==> src/rtl/shift_sequencer.sv <==
// shift_sequencer
// Sequences operand fetch for the execute-stage operand-2 barrel shifter.
// It accepts a data-processing instruction plus the issue-time C flag, and
// reads Rm and then Rs over one shared register-file port when the operand
// form needs them. The shifter inputs come only from registers. Operand2 and
// the carry-out are held in a result register behind a valid/ready handshake.
//
// Optional feature macro: SHSEQ_PC_OPERAND_EN
//   When defined, an Rm/Rs index of 15 takes pc_in+8 (or pc_in+12 for
//   register-specified shifts) instead of reading the register file.
//
// Ports:
//   clk, reset        clock (rising edge), asynchronous active-high reset
//   flush             synchronous abort of any in-flight operation
//   req_*             request handshake, instruction word and C flag at issue
//   rf_rd_*           shared register-file read port (data is combinational)
//   pc_in             current PC (only with SHSEQ_PC_OPERAND_EN)
//   sh_*              barrel-shifter inputs (registered) and results (comb)
//   res_*             result handshake with captured operand2 and carry
//
// state   | meaning
// IDLE    | waiting for a request
// READ_RM | register-file read of Rm into rm_q
// READ_RS | register-file read of Rs into rs_q
// SHIFT   | shifter inputs stable, capture operand2 and carry-out
// DONE    | result held until the consumer takes it

module shift_sequencer #(
  parameter int N = 32
) (
  input  logic         clk,
  input  logic         reset,
  input  logic         flush,
  input  logic         req_valid,
  output logic         req_ready,
  input  logic [31:0]  req_instr,
  input  logic         req_cin,
  output logic         rf_rd_en,
  output logic [3:0]   rf_rd_addr,
  input  logic [N-1:0] rf_rd_data,
`ifdef SHSEQ_PC_OPERAND_EN
  input  logic [N-1:0] pc_in,
`endif
  output logic         sh_instr_bit_25,
  output logic [11:0]  sh_imm_value,
  output logic [N-1:0] sh_rm,
  output logic [N-1:0] sh_rs,
  output logic         sh_cin,
  input  logic [N-1:0] sh_operand2,
  input  logic         sh_c_out,
  output logic         res_valid,
  input  logic         res_ready,
  output logic [N-1:0] res_operand2,
  output logic         res_carry
);

  typedef enum logic [2:0] {
    IDLE,
    READ_RM,
    READ_RS,
    SHIFT,
    DONE
  } state_t;

  state_t       state;

  // Only the instruction bits the shifter and the sequencing use are kept.
  logic         instr_b25_q;
  logic [11:0]  instr_lo_q;
  logic         cin_q;
  logic [N-1:0] rm_q;
  logic [N-1:0] rs_q;

  logic         rm_from_pc;
  logic         rs_from_pc;
  logic [N-1:0] pc_value;

  logic         unused_instr_bits;
  assign unused_instr_bits = ^{req_instr[31:26], req_instr[24:12]};

`ifdef SHSEQ_PC_OPERAND_EN
  assign rm_from_pc = (instr_lo_q[3:0] == 4'hF);
  assign rs_from_pc = (instr_lo_q[11:8] == 4'hF);
  // PC reads as +12 when the shift amount itself comes from a register.
  assign pc_value   = pc_in + (instr_lo_q[4] ? N'(12) : N'(8));
`else
  assign rm_from_pc = 1'b0;
  assign rs_from_pc = 1'b0;
  assign pc_value   = '0;
`endif

  // Request side and read strobe must react to flush (and reset) in the same
  // cycle, so they are decoded from state rather than registered.
  assign req_ready = (state == IDLE) && !flush && !reset;

  always_comb begin
    rf_rd_en   = 1'b0;
    rf_rd_addr = 4'd0;
    if (!flush && !reset) begin
      if (state == READ_RM && !rm_from_pc) begin
        rf_rd_en   = 1'b1;
        rf_rd_addr = instr_lo_q[3:0];
      end else if (state == READ_RS && !rs_from_pc) begin
        rf_rd_en   = 1'b1;
        rf_rd_addr = instr_lo_q[11:8];
      end
    end
  end

  assign sh_instr_bit_25 = instr_b25_q;
  assign sh_imm_value    = instr_lo_q;
  assign sh_rm           = rm_q;
  assign sh_rs           = rs_q;
  assign sh_cin          = cin_q;

  always_ff @(posedge clk or posedge reset) begin
    if (reset) begin
      state        <= IDLE;
      instr_b25_q  <= 1'b0;
      instr_lo_q   <= '0;
      cin_q        <= 1'b0;
      rm_q         <= '0;
      rs_q         <= '0;
      res_valid    <= 1'b0;
      res_operand2 <= '0;
      res_carry    <= 1'b0;
    end else if (flush) begin
      // Captured data is left as-is; only control is abandoned.
      state     <= IDLE;
      res_valid <= 1'b0;
    end else begin
      case (state)
        IDLE: begin
          if (req_valid) begin
            instr_b25_q <= req_instr[25];
            instr_lo_q  <= req_instr[11:0];
            cin_q       <= req_cin;
            state       <= req_instr[25] ? SHIFT : READ_RM;
          end
        end
        READ_RM: begin
          rm_q  <= rm_from_pc ? pc_value : rf_rd_data;
          state <= instr_lo_q[4] ? READ_RS : SHIFT;
        end
        READ_RS: begin
          rs_q  <= rs_from_pc ? pc_value : rf_rd_data;
          state <= SHIFT;
        end
        SHIFT: begin
          res_operand2 <= sh_operand2;
          res_carry    <= sh_c_out;
          res_valid    <= 1'b1;
          state        <= DONE;
        end
        DONE: begin
          if (res_ready) begin
            res_valid <= 1'b0;
            state     <= IDLE;
          end
        end
        default: begin
          state     <= IDLE;
          res_valid <= 1'b0;
        end
      endcase
    end
  end

endmodule

==> config.mk <==
export PLATFORM = sky130hd
export DESIGN_NAME = shift_sequencer
export DESIGN_NICKNAME = d
export VERILOG_FILES = /design/src/rtl/shift_sequencer.sv
export SDC_FILE = /design/constraint.sdc
export NUM_CORES = 1
export LEC_CHECK = 0
export CORE_MARGIN = 8
export CORE_UTILIZATION = 42
export CTS_BUF_LIST = sky130_fd_sc_hd__clkbuf_2 sky130_fd_sc_hd__clkbuf_4 sky130_fd_sc_hd__clkbuf_8
export CTS_CLUSTER_SIZE = 25
export DETAILED_ROUTE_END_ITERATION = 7
export HOLD_SLACK_MARGIN = 0.05
export MAX_ROUTING_LAYER = met4
export PLACE_DENSITY = 0.87
export SLEW_MARGIN = 20
export SYNTH_ARGS = -nofsm -noshare
export SYNTH_HDL_FRONTEND = slang
export SYNTH_SLANG_ARGS = --single-unit
==> constraint.sdc <==
create_clock -name clk -period 7.03 [get_ports clk]
set_input_delay 1.406 -clock clk [delete_from_list [all_inputs] [get_ports clk]]
set_output_delay 1.406 -clock clk [all_outputs]
set_load 0.1 [all_outputs]
==> flow_summary.yaml <==
sta:
  slew_viol_final: 0
  setup-tns-final_ps: 0
  timing.slew.headroom_pct: 31.38
  fin_worst_skew_ps: 8.306
  max_freq_mhz: 191.5
  hold_violations: 0
  finalCritPeriodShare_pct: 74.28
  final_period_minus_worst_setup_slack_ps: 5222
  worst_pin_slew_ps: 1026
  setup-violations-final: 0
  grt_setup_unrepaired: "no"
detailed_routing:
  totalWireLength_um: 12120
  drc: 0
  postRouteAntennaNets: 0
  detail_route.vias_per_cell: 4.821
  routedWlPerCell_um: 19.18
  vias: 3047
  drt_pass1_iterations: 4
  drt_first_iter_violations: 130
worst_setup_path:
  reg2reg_from: "state[0]$_DFFE_PP0P_"
  worstPathCellList: "clkdlybuf4s50_1, nor2_1, nand2_1, nor3_1, clkdlybuf4s50_1"
  startpoint_type: "input pin"
  kind_of_cell_adding_the_most_delay_to_the_critical_path: "buffers and inverters"
  crit_top_cell: "sky130_fd_sc_hd__clkdlybuf4s50_1"
  critical_path.reg2reg.endpoint: "sh_rs[1]$_DFFE_PP0P_"
  r2r.worst_path.cells: 4
  crit_start: "flush"
  critical_path_class: "in2out"
  maximum_fanout_along_the_worst_path: 6
  setup.worst_path.end: "req_ready"
  critical_path.n_buffers_inverters: 2
  arrival_ps: 3820
  critical_path_sink_type: "output pin"
  critical_path.slowest_cell: "sky130_fd_sc_hd__clkdlybuf4s50_1"
  critPathMaxStageDelay_ps: 1180
  cp_data_required_time_ps: 5620
  timing.reg2reg.setup_slack_ps: 4830
  crit_cells: 5
layout:
  leading_cell_type_in_the_layout_fill_and_taps_excluded: "sky130_fd_sc_hd__clkdlybuf4s50_1"
  final_net_count: 587
  area_growth_syn_to_layout_pct: 55.52
  final-instance-count-excl-fill: 632
  postLayoutCoreUtil_pct: 67.25
  layout.cell_area.non_filler_um2: 6974
  final_cell_mix: "201 x sky130_fd_sc_hd__clkdlybuf4s50_1, 115 x sky130_fd_sc_hd__dfrtp_1, 76 x sky130_fd_sc_hd__mux2_2"
  post_route_cells_drive_above_1_share_pct: 27.07
placed_design:
  io_buffers: 201
  place_congestion: 0.7622
  numPlacedInstances: 601
  place_hpwl_um: 9165
  placed_area_um2: 6630
clock_network:
  post-cts-setup-buffer-count: 0
  clkSlewWorstSetupHoldPaths_ps: 60
  cts.root.buffer_cell: "sky130_fd_sc_hd__clkbuf_8"
  cts.htree.levels: 4
  cts_resized: 0
  cts.sinks: 115
  cts-buffers-inserted: 17
  deepest_clock_path_buffer_count: 2
  cts_hold_repair.buffers: 0
  worstSkewPairLatency_ps: 410
  cts_tree: "yes"
floorplan:
  start_util_pct: 43.24
  ios: 221
  row_count: 37
  area_of_the_core_um2: 10370
  dieWidth_um: 119.3
  dieArea_um2: 14240
  die_y_um: 119.3
yosys:
  seq_area_frac_synth_pct: 64.17
  netlist_area_um2: 4484
  netlist-cell-type-count: 23
  number_of_synthesized_register_bits: 115
  synth.net_count: 376
  number_of_warnings_printed_during_yosys_synthesis: 0
  post_synth_inst_count: 273
  synth_area_per_cell_um2: 16.43
global_routing:
  grt_pass1_wl_um: 19100
  grt_pass1_vias: 3404
  total_global_routing_track_utilization_pct: 17.80
  grt_antenna_before_repair: 1
  global_route_total_overflow: 0
  grt_max_degree: 62
run_status:
  run_status: "completed"
min_path:
  hp-class: "reg2reg"
job:
  maxCapViolations: 0
## cell usage after synthesis
cell | n | share of area, %
sky130_fd_sc_hd__mux2_2 | 76 | 19
sky130_fd_sc_hd__nand3_1 | 1 | 0.11
sky130_fd_sc_hd__nor3_1 | 2 | 0.22
sky130_fd_sc_hd__dfrtp_1 | 115 | 64
sky130_fd_sc_hd__nand2b_1 | 2 | 0.28
sky130_fd_sc_hd__a211oi_1 | 1 | 0.17
sky130_fd_sc_hd__inv_1 | 1 | 0.084
sky130_fd_sc_hd__a21oi_1 | 3 | 0.33
sky130_fd_sc_hd__nand2_1 | 2 | 0.17
sky130_fd_sc_hd__nor2b_1 | 2 | 0.28
sky130_fd_sc_hd__buf_2 | 10 | 1.1
sky130_fd_sc_hd__buf_6 | 3 | 0.75
sky130_fd_sc_hd__mux2_4 | 20 | 6.7
sky130_fd_sc_hd__nor2_1 | 8 | 0.67
sky130_fd_sc_hd__o22ai_1 | 1 | 0.14
sky130_fd_sc_hd__a2bb2oi_1 | 1 | 0.20
sky130_fd_sc_hd__nor3_2 | 2 | 0.45
sky130_fd_sc_hd__a2111oi_0 | 1 | 0.20
sky130_fd_sc_hd__a22oi_1 | 4 | 0.67
sky130_fd_sc_hd__nand3b_1 | 1 | 0.17
sky130_fd_sc_hd__mux2_1 | 15 | 3.8
sky130_fd_sc_hd__and3_1 | 1 | 0.14
sky130_fd_sc_hd__and2_1 | 1 | 0.14
## through the flow
step	hold slack, ps	worst slack, ps
finish	484.1	1808
global route	493.4	1677
CTS	490.0	1807
detailed placement	476.0	1831
global placement	466.0	1883
floorplan	547.6	545.0
## layer usage
metal  vias to the layer above  track usage, %  wire [µm]
li1                       1389               -          -
met1                      1510           19.60       4903
met2                       133           28.52       6001
met3                        15           7.180       1029
met4                         0           6.792        187
met5                         -               -          0
## registers in the layout, summed over array words and instances, names as in the netlist
name,count
res_operand2,32
sh_cin,1
sh_rm,32
sh_imm_value,12
res_valid,1
state,3
sh_instr_bit_25,1
res_carry,1
sh_rs,32
## cell type report
type / count / area (µm²)
fill: 768 / 3396
sequential: 115 / 2878
timing repair buffer: 205 / 2042
multi-input combinational: 144 / 1533
clock buffer: 24 / 311.5
tap: 136 / 170.2
clock inverter: 6 / 30.03
inverter: 1 / 7.507
antenna: 1 / 2.502
## cell families (layout without fill, tap and decap cells)
family	after synthesis	count (layout)	synth area share, %
other	0	1	0
multiplexers	111	111	29.55
buffers and inverters	14	236	1.953
flip-flops	115	115	64.17
AO/OA/AOI/OAI	11	11	1.702
AND/OR/NAND/NOR	22	22	2.623
## how the worst min path moves through the flow
stage / to / startpoint / slack (ps) / cells past startpoint
CTS: sh_rs[31]$_DFFE_PP0P_ / sh_rs[31]$_DFFE_PP0P_ / 490 / 1
detailed placement: sh_rs[31]$_DFFE_PP0P_ / sh_rs[31]$_DFFE_PP0P_ / 480 / 1
finish: res_operand2[27]$_DFFE_PP0P_ / res_operand2[27]$_DFFE_PP0P_ / 480 / 1
floorplan: state[1]$_DFFE_PP0P_ / state[2]$_DFFE_PP0P_ / 550 / 1
global route: sh_rs[31]$_DFFE_PP0P_ / sh_rs[31]$_DFFE_PP0P_ / 490 / 1
global placement: res_operand2[0]$_DFFE_PP0P_ / res_operand2[0]$_DFFE_PP0P_ / 470 / 1
Power is not shown: default switching activity piles up to over one toggle a cycle in this logic, so the estimate is an artifact.
